File: src/rtl/conv_shift_acc_if.sv
`default_nettype none
// ============================================================================
// Module      : conv_shift_acc_if
// Description : Slice-input and result-output handshake bundle for
//               conv_shift_acc.
//               Input side : in_valid/in_ready, four ADC partial sums
//                            (in_hh, in_hl, in_lh, in_ll) and in_addr.
//               Output side: out_valid/out_ready, out_data and out_addr.
//               modport slave  - used by conv_shift_acc
//               modport master - used by the producer/consumer side
// Revision    : 1.0 - initial release
// ============================================================================
interface conv_shift_acc_if #(
    parameter int ADC_P = 4,
    parameter int AW    = 1,
    parameter int OUT_P = 8
);
    logic             in_valid;
    logic             in_ready;
    logic [ADC_P-1:0] in_hh;
    logic [ADC_P-1:0] in_hl;
    logic [ADC_P-1:0] in_lh;
    logic [ADC_P-1:0] in_ll;
    logic [AW-1:0]    in_addr;
    logic             out_valid;
    logic             out_ready;
    logic [OUT_P-1:0] out_data;
    logic [AW-1:0]    out_addr;

    modport slave (
        input  in_valid, in_hh, in_hl, in_lh, in_ll, in_addr, out_ready,
        output in_ready, out_valid, out_data, out_addr
    );

    modport master (
        output in_valid, in_hh, in_hl, in_lh, in_ll, in_addr, out_ready,
        input  in_ready, out_valid, out_data, out_addr
    );
endinterface
`default_nettype wire

File: src/rtl/conv_shift_acc.sv
`default_nettype none
// ============================================================================
// Module      : conv_shift_acc
// Description : Shift-and-accumulate stage behind the four-quadrant PIM conv
//               unit. Each accepted beat carries one input bit of both input
//               halves; the four ADC sums are weighted by their input/weight
//               half position, shifted by the bit index and accumulated over
//               INPUT_P/2 beats. The formatted result is then held on a
//               valid/ready output until taken.
// Ports       : clk - clock
//               rst - asynchronous active-low reset
//               clr - synchronous abort (highest priority)
//               bus - conv_shift_acc_if.slave (slice input + result output)
// Options     : CONV_SHIFT_ACC_SATURATE_EN - saturate out_data to all ones
//               instead of truncating when the shifted accumulator exceeds
//               OUT_P bits.
// Revision    : 1.0 - initial release
// ============================================================================
module conv_shift_acc #(
    parameter int INPUT_P   = 8,
    parameter int W_P       = 8,
    parameter int ADC_P     = 4,
    parameter int DEPTH     = 1,
    parameter int OUT_P     = 8,
    parameter int OUT_SHIFT = 0
) (
    input  logic               clk,
    input  logic               rst,
    input  logic               clr,
    conv_shift_acc_if.slave    bus
);
    localparam int c_ih    = INPUT_P / 2;
    localparam int c_wh    = W_P / 2;
    localparam int c_acc_w = ADC_P + INPUT_P + W_P;
    localparam int c_aw    = (DEPTH > 1) ? $clog2(DEPTH) : 1;
    localparam int c_cw    = (c_ih > 1) ? $clog2(c_ih) : 1;

    localparam logic [c_cw-1:0] c_last = c_cw'(c_ih - 1);

    localparam logic [1:0] c_idle  = 2'd0;
    localparam logic [1:0] c_accum = 2'd1;
    localparam logic [1:0] c_hold  = 2'd2;

    logic [1:0]         r_state;
    logic [c_acc_w-1:0] r_acc;
    logic [c_cw-1:0]    r_bit_cnt;
    logic [c_aw-1:0]    r_addr;
    logic               r_out_valid;
    logic [OUT_P-1:0]   r_out_data;
    logic [c_aw-1:0]    r_out_addr;

    logic               w_in_ready;
    logic               w_beat;
    logic               w_last;
    logic [c_acc_w-1:0] w_slice;
    logic [c_acc_w-1:0] w_acc_base;
    logic [c_acc_w-1:0] w_acc_next;
    logic [c_acc_w-1:0] w_r;
    logic [OUT_P-1:0]   w_fmt;
    logic [c_aw-1:0]    w_addr_sel;

    // in_ready is gated by rst directly so it is low for the whole time
    // reset is asserted, not just after the first edge.
    assign w_in_ready = rst & (r_state != c_hold);
    assign w_beat     = bus.in_valid & w_in_ready;

    // bit_cnt is always 0 in IDLE, so with IH == 1 the first beat is also
    // the last one and IDLE goes straight to HOLD.
    assign w_last = (r_bit_cnt == c_last);

    assign w_slice = (c_acc_w'(bus.in_hh) << (c_ih + c_wh))
                   + (c_acc_w'(bus.in_hl) << c_ih)
                   + (c_acc_w'(bus.in_lh) << c_wh)
                   +  c_acc_w'(bus.in_ll);

    // The first beat of an accumulation overwrites rather than adds.
    assign w_acc_base = (r_state == c_idle) ? '0 : r_acc;
    assign w_acc_next = w_acc_base + (w_slice << r_bit_cnt);
    assign w_r        = w_acc_next >> OUT_SHIFT;

    // The address is taken from the first beat; when IH == 1 that beat is
    // also the last, so the live input is forwarded.
    assign w_addr_sel = (r_state == c_idle) ? bus.in_addr : r_addr;

    always_comb begin
        w_fmt = OUT_P'(w_r);
`ifdef CONV_SHIFT_ACC_SATURATE_EN
        if ((w_r >> OUT_P) != '0) begin
            w_fmt = '1;
        end
`endif
    end

    always_ff @(posedge clk or negedge rst) begin
        if (!rst) begin
            r_state     <= c_idle;
            r_acc       <= '0;
            r_bit_cnt   <= '0;
            r_addr      <= '0;
            r_out_valid <= 1'b0;
            r_out_data  <= '0;
            r_out_addr  <= '0;
        end else if (clr) begin
            r_state     <= c_idle;
            r_acc       <= '0;
            r_bit_cnt   <= '0;
            r_addr      <= '0;
            r_out_valid <= 1'b0;
            r_out_data  <= '0;
            r_out_addr  <= '0;
        end else begin
            case (r_state)
                c_idle, c_accum: begin
                    if (w_beat) begin
                        r_acc <= w_acc_next;
                        if (r_state == c_idle) begin
                            r_addr <= bus.in_addr;
                        end
                        if (w_last) begin
                            r_state     <= c_hold;
                            r_out_valid <= 1'b1;
                            r_out_data  <= w_fmt;
                            r_out_addr  <= w_addr_sel;
                        end else begin
                            r_state   <= c_accum;
                            r_bit_cnt <= r_bit_cnt + c_cw'(1);
                        end
                    end
                end
                c_hold: begin
                    if (bus.out_ready) begin
                        r_state     <= c_idle;
                        r_acc       <= '0;
                        r_bit_cnt   <= '0;
                        r_out_valid <= 1'b0;
                    end
                end
                default: begin
                    r_state <= c_idle;
                end
            endcase
        end
    end

    assign bus.in_ready  = w_in_ready;
    assign bus.out_valid = r_out_valid;
    assign bus.out_data  = r_out_data;
    assign bus.out_addr  = r_out_addr;
endmodule
`default_nettype wire

File: src/flat_wrapper.sv
// flat-port wrapper written by rule: the top's interface ports become plain ports
module conv_shift_acc_flat 
#(
    parameter int INPUT_P   = 8,
    parameter int W_P       = 8,
    parameter int ADC_P     = 4,
    parameter int DEPTH     = 1,
    parameter int OUT_P     = 8,
    parameter int OUT_SHIFT = 0
)
  (clk, rst, clr, bus_in_valid, bus_in_hh, bus_in_hl, bus_in_lh, bus_in_ll, bus_in_addr, bus_out_ready, bus_in_ready, bus_out_valid, bus_out_data, bus_out_addr);
  conv_shift_acc_if #(.ADC_P(ADC_P), .AW((1)), .OUT_P(OUT_P)) bus_i ();
  input  logic clk;
  input  logic rst;
  input  logic clr;
  input wire logic [$bits(bus_i.in_valid)-1:0] bus_in_valid;
  input wire logic [$bits(bus_i.in_hh)-1:0] bus_in_hh;
  input wire logic [$bits(bus_i.in_hl)-1:0] bus_in_hl;
  input wire logic [$bits(bus_i.in_lh)-1:0] bus_in_lh;
  input wire logic [$bits(bus_i.in_ll)-1:0] bus_in_ll;
  input wire logic [$bits(bus_i.in_addr)-1:0] bus_in_addr;
  input wire logic [$bits(bus_i.out_ready)-1:0] bus_out_ready;
  output wire logic [$bits(bus_i.in_ready)-1:0] bus_in_ready;
  output wire logic [$bits(bus_i.out_valid)-1:0] bus_out_valid;
  output wire logic [$bits(bus_i.out_data)-1:0] bus_out_data;
  output wire logic [$bits(bus_i.out_addr)-1:0] bus_out_addr;
  assign bus_i.in_valid = bus_in_valid;
  assign bus_i.in_hh = bus_in_hh;
  assign bus_i.in_hl = bus_in_hl;
  assign bus_i.in_lh = bus_in_lh;
  assign bus_i.in_ll = bus_in_ll;
  assign bus_i.in_addr = bus_in_addr;
  assign bus_i.out_ready = bus_out_ready;
  assign bus_in_ready = bus_i.in_ready;
  assign bus_out_valid = bus_i.out_valid;
  assign bus_out_data = bus_i.out_data;
  assign bus_out_addr = bus_i.out_addr;
  conv_shift_acc #(.INPUT_P(INPUT_P), .W_P(W_P), .ADC_P(ADC_P), .DEPTH(DEPTH), .OUT_P(OUT_P), .OUT_SHIFT(OUT_SHIFT)) u_core (.clk(clk), .rst(rst), .clr(clr), .bus(bus_i));
endmodule
File: config.mk
export PLATFORM = sky130hd
export DESIGN_NAME = conv_shift_acc_flat
export DESIGN_NICKNAME = d
export VERILOG_FILES = /design/src/rtl/conv_shift_acc_if.sv /design/src/rtl/conv_shift_acc.sv /design/src/flat_wrapper.sv
export SDC_FILE = /design/constraint.sdc
export NUM_CORES = 1
export LEC_CHECK = 0
export BUFFER_PORTS_ARGS = -buffer_cell sky130_fd_sc_hd__buf_2
export CAP_MARGIN = 0
export CORE_ASPECT_RATIO = 0.75
export CORE_MARGIN = 2
export CORE_UTILIZATION = 53
export DETAILED_ROUTE_END_ITERATION = 8
export PLACE_DENSITY = 0.81
export SYNTH_ARGS = -nofsm -noshare
export SYNTH_HDL_FRONTEND = slang
export SYNTH_SLANG_ARGS = --single-unit
File: constraint.sdc
create_clock -name clk -period 6.7 [get_ports clk]
set_input_delay 0 -clock clk [delete_from_list [all_inputs] [get_ports clk]]
set_output_delay 0 -clock clk [all_outputs]
set_load 0.01 [all_outputs]
; ---- Yosys cells after proc, flatten, opt, wreduce, memory -nomap -nowiden
; Cells that the tools add are included.
[totals]
ff_bits = 35
in_bits = 22
out_inout_bits = 11
elab_cells = 66
[op_classes]
addsub = 5
eq_ne = 8
n_shift = 1
muxes = 31
bitwise_logic = 2
reduce_logical = 12
[ops]
columns = op, count
row1 = $mux 20, 4
row2 = $pmux 20 s2, 1
row3 = $mux 8, 4
row4 = $add 20x20->20, 1
row5 = $add 20x4->20, 1
row6 = $add 20x8->20, 1
row7 = $shl 20x2->20, 1
row8 = $mux 2, 7
row9 = $add 12x8->13, 1
row10 = $mux 1, 12
row11 = $pmux 2 s2, 2
row12 = $reduce_and 4->1, 2
row13 = $ne 3x2->1 const B, 2
row14 = $ne 3x3->1 const B, 2
row15 = $reduce_and 3->1, 2
row16 = $reduce_bool 2->1, 3
row17 = $eq 2x2->1 const B, 2
row18 = $reduce_and 2->1, 2
row19 = $reduce_bool 3->1, 1
row20 = $add 2x1->2 const B, 1
row21 = $and 1x1->1, 2
row22 = $eq 2x1->1 const B, 1
row23 = $logic_not 2->1, 1
row24 = $ne 2x2->1 const B, 1
row25 = 2 further kinds, 2

; ---- Logic depth before layout (Yosys ltp)
[depth]
word_depth = 9
depth_mapped = 10
mapped_depth_nobuf = 10

; ---- Least setup slack after synthesis
; Ideal clock, no wire load.
[synth_timing]
path_kind = register -> register
start = reg u_core.r_state[1]
end = reg u_core.r_out_data[6], in the netlist u_core.bus.out_data[6]
setup_ns = 0.121
t_arrival_ns = 2.448
required_time_ns = 6.579
setup_slack_ns = 4.131
stages_incl_launch_ff = 11
path_buffers = 1
synth_period_minus_slack_ns = 2.569
cell_sequence = dfrtp_1 buf_2 nor2_1 nor2b_1 ha_1 fa_1 a21o_1 a21oi_1 o21ai_0 xor2_1 a22o_1
[synth_via]
elab_chain_len = 7
word_cells_on_any_way = 15
cone_classes = add/sub: 1 / eq/ne: 2 / mux: 5 / bitwise: 2 / reduce/logical: 5
[synth_rtl]
columns = element, line
row1 = start: declaration, conv_shift_acc.sv:44  ; logic [1:0] r_state;
row2 = start signal: assignment, conv_shift_acc.sv:96  ; r_state <= c_idle;
row3 = start signal: assignment, conv_shift_acc.sv:104  ; r_state <= c_idle;
row4 = start signal: assignment, conv_shift_acc.sv:120  ; r_state <= c_hold;
row5 = $logic_not 2->1, "conv_shift_acc.sv:77, conv_shift_acc.sv:112"
row6 = $mux 20, conv_shift_acc.sv:77  ; assign w_acc_base = (r_state == c_idle) ? '0 : r_acc;
row7 = $add 20x20->20, conv_shift_acc.sv:78  ; assign w_acc_next = w_acc_base + (w_slice << r_bit_cnt);
row8 = $mux 8, conv_shift_acc.sv:119  ; if (w_last) begin
row9 = $mux 8, conv_shift_acc.sv:114  ; if (w_beat) begin
row10 = $mux 8, conv_shift_acc.sv:112  ; case (r_state)
row11 = $mux 8, conv_shift_acc.sv:103  ; end else if (clr) begin
row12 = end signal: assignment, conv_shift_acc.sv:122  ; r_out_data <= w_fmt;
row13 = end: declaration, conv_shift_acc.sv:49  ; logic [OUT_P-1:0] r_out_data;
; Several ways; a longest one is shown, not always the timed one. The select of a mux whose other input is x is not followed.
; A chain may end at the register's enable or synchronous reset.

; ---- Final worst setup path
[layout_timing]
start = reg u_core.r_state[1]
end = reg u_core.r_acc[7]
[layout_via]
elab_chain_len = 6
word_cells_on_any_way = 16
cone_classes = add/sub: 1 / eq/ne: 5 / mux: 4 / bitwise: 2 / reduce/logical: 4
[layout_rtl]
columns = element, line
row1 = $logic_not 2->1, "conv_shift_acc.sv:77, conv_shift_acc.sv:112"
row2 = $mux 20, conv_shift_acc.sv:77
row3 = $add 20x20->20, conv_shift_acc.sv:78
row4 = $mux 20, conv_shift_acc.sv:114
row5 = $pmux 20 s2, conv_shift_acc.sv:112
row6 = $mux 20, conv_shift_acc.sv:103
row7 = end signal: assignment, conv_shift_acc.sv:115  ; r_acc <= w_acc_next;
row8 = end: declaration, conv_shift_acc.sv:45  ; logic [c_acc_w-1:0] r_acc;
; Several ways; a longest one is shown, not always the timed one. The select of a mux whose other input is x is not followed.

==> metrics.yaml <==
status:
  status: "complete, no violations"
floorplanning:
  core_um2: 2680
  ioPinCount: 33
  dieWidth_um: 66.3
  die_h_um: 50.7
  die_area_um2: 3360
  fp-row-count: 16
  start_util_pct: 57.5
setup_path:
  crit_type: "flop to flop"
  critPathArrivalTime_ns: 3.32
  r2r_end: "u_core.r_acc[7]"
  critPathRequiredTime_ns: 6.87
  start_kind: "flop"
  cp_max_fo: 10
  reg2reg_depth: 8
  r2r_start: "u_core.r_state[1]"
  reg2reg_slack_ns: 3.55
  end_kind: "flop"
synthesis:
  synth.avg_cell_area_um2: 10.1
  yosysUniqueCellTypes: 35
  synth_top_area_share_pct: 37.3
  synth_flop_cell: "dfrtp_1"
  yosys_warnings: 0
  syn_nets: 188
  synth_cells: 153
  ys_async_sr_fraction_pct: 100
  ys_seq_area_share_pct: 37.3
  synth_edf_count: 0
  synthTopCellsByCount: "dfrtp_1, nand2_1, a21oi_1, ha_1, nor2b_1"
  yosysTopAreaCell: "dfrtp_1"
  yosysMostFrequentCell: "dfrtp_1"
  syn_area_um2: 1540
  synth-seq-cells: 23
  ys_top_cells_by_area: "dfrtp_1, ha_1, a22o_1"
final_layout:
  antennaDiodeCount: 0
  drive_gt1_share_pct: 21.0
  syn_to_final_growth_pct: 14.4
  final_nets: 217
  fillCellCount: 233
  register_area_um2: 576
  final_cells: 217
  multi_input_area_um2: 936
global_route:
  grt_pass1_vias: 1223
  grt_antenna_before_repair: 0
  grt.total_usage_pct: 22.3
  grt_pass1_wl_um: 5650
  grt_max_degree: 28
  overflow: 0
place:
  gp_congestion: 0.817
  io_buffers: 28
  dp_hpwl_um: 2620
  placed_cells: 211
cts:
  clk_latency_ns: 0.27
  postCtsSetupBuffers: 0
  clkTransAtPathRegs_ns: 0.08
  cts_hold_buf: 2
  cts-buffers-inserted: 3
  htreeDepth: 1
  cts_root_buf: "clkbuf_8"
  clock_sinks: 23
  cts_tree: "done"
  cts_resized: 0
  cts_buffer_depth: 2
min_path:
  holdPathEnd: "u_core.r_state[1]"
  hp-start: "bus_out_ready"
  hold_path_depth: 4
  hold_class: "input port to flop"
power:
  pwr_density_cell_nw_per_um2: 192
  ir_drop_mv: 0.146
  power_leakage_nw: 0.872
timing:
  fin_crit_sh_pct: 47.0
  setup-tns-final_ns: 0
  fin_crit_ns: 3.15
  clock_skew_ns: 0.00217
  fmax_ghz: 0.318
  worstMarginPinSlew_ns: 1.20
  fin_hold_ws_ns: 0.00577
  hold_viol: 0
  final-setup-viol-count: 0
  grt_setup_unrepaired: "false"
  slew_headroom_pct: 19.4
  slew_viol_final: 0
route:
  drtAntennaViolNets: 0
  post_drt_wl_per_cell_um: 15.2
  drc: 0
  vias: 1275
  drt_first_pass_iters: 4
  wirelength_um: 3310
  via_per_inst: 5.88
  drt_iter0_markers: 63
run:
  maxCapViolations: 0
-- layer usage --
layer  track usage [%]  vias up  share of wire, %
li1                  -      623                 -
met4              6.46        0              0.82
met1              31.2      618                45
met3              4.04        5               6.0
met2              35.3       29                49
met5                 0        -                 0
-- where the power goes --
group / internal, W / leakage [nW] / total [W] / switching (W)
clock: 0.0000425 / 0.0228 / 0.0000862 / 0.0000437
sequential: 0.000146 / 0.315 / 0.000155 / 0.00000877
combinational: 0.0000461 / 0.534 / 0.0000987 / 0.0000526
-- per-stage QoR --
| stage | worst slack [ns] | util, % | total power [W] | cell area (µm²) |
|---|---|---|---|---|
| after detailed placement | 3.51 | 63.4 | 0.000255 | 1700 |
| after CTS | 3.51 | 65.8 | 0.000342 | 1770 |
| after global placement | 3.66 | 63.4 | 0.000250 | 1700 |
| after floorplan | 4.13 | - | 0.000228 | 1540 |
| after global routing | 3.32 | 65.8 | 0.000359 | 1770 |
| final | 3.55 | 65.8 | 0.000340 | 1770 |
-- worst max-delay path, stage by stage, from the launching register on --
cell and delay, ns:
dfrtp_1 0.50, nor2_1 0.64, nor2b_1 0.18, ha_1 0.34
a211oi_1 0.21, o21bai_1 0.14, o41ai_1 0.48, xnor3_1 0.34
o41ai_2 0.21
-- final cells by class --
| type | count | share of cell area (%) |
|---|---|---|
| inverter | 1 | 0.213 |
| tap | 36 | 2.55 |
| multi-input combinational | 123 | 53.0 |
| clock buffer | 4 | 2.55 |
| timing repair buffer | 30 | 9.07 |
| sequential | 23 | 32.6 |
-- logic make-up after synthesis --
group                    synth area share, %
AO/OA/AOI/OAI                           20.0
XOR/XNOR                                5.43
adder cells (fa/ha/maj)                 11.5
buffers and inverters                   2.03
flip-flops                              37.3
multiplexers                            8.35
AND/OR/NAND/NOR                         15.4
-- state kept, by name, summed over array words and instances, names as in the netlist --
register / cells
u_core.bus.out_data: 8
u_core.r_acc: 8
u_core.r_bit_cnt: 2
u_core.r_state: 2
u_core.bus.out_addr: 1
u_core.bus.out_valid: 1
u_core.r_addr: 1
-- worst max-delay path by stage --
stage	start	end	slack, ns	cells after the start
3_3_place_gp	u_core.r_state[1]	u_core.r_acc[7]	3.66	8
2_1_floorplan	u_core.r_state[1]	u_core.bus.out_data[6]	4.13	10
4_1_cts	u_core.r_state[1]	u_core.r_acc[7]	3.51	8
3_5_place_dp	u_core.r_state[1]	u_core.r_acc[7]	3.51	8
5_1_grt	u_core.r_state[1]	u_core.r_acc[7]	3.32	8
6_report	u_core.r_state[1]	u_core.r_acc[7]	3.55	8
-- layout by cell type (no fill, tap or decap), types with 2 or more instances in the layout --
cell type / n
a21oi_1: 11
nor2b_1: 11
fa_1: 2
mux2i_1: 5
dfrtp_1: 23
a211oi_1: 3
o21ai_0: 7
mux4_2: 3
nand3_1: 4
buf_2: 28
a21o_1: 2
nor3_1: 3
nand4_1: 2
clkbuf_8: 3
a22o_1: 10
ha_1: 11
nand2_1: 19
xnor2_1: 4
dlygate4sd3_1: 2
o41ai_1: 2
xor2_1: 3
nor2_1: 9
Note: power is estimated with default switching activity, not from simulation.
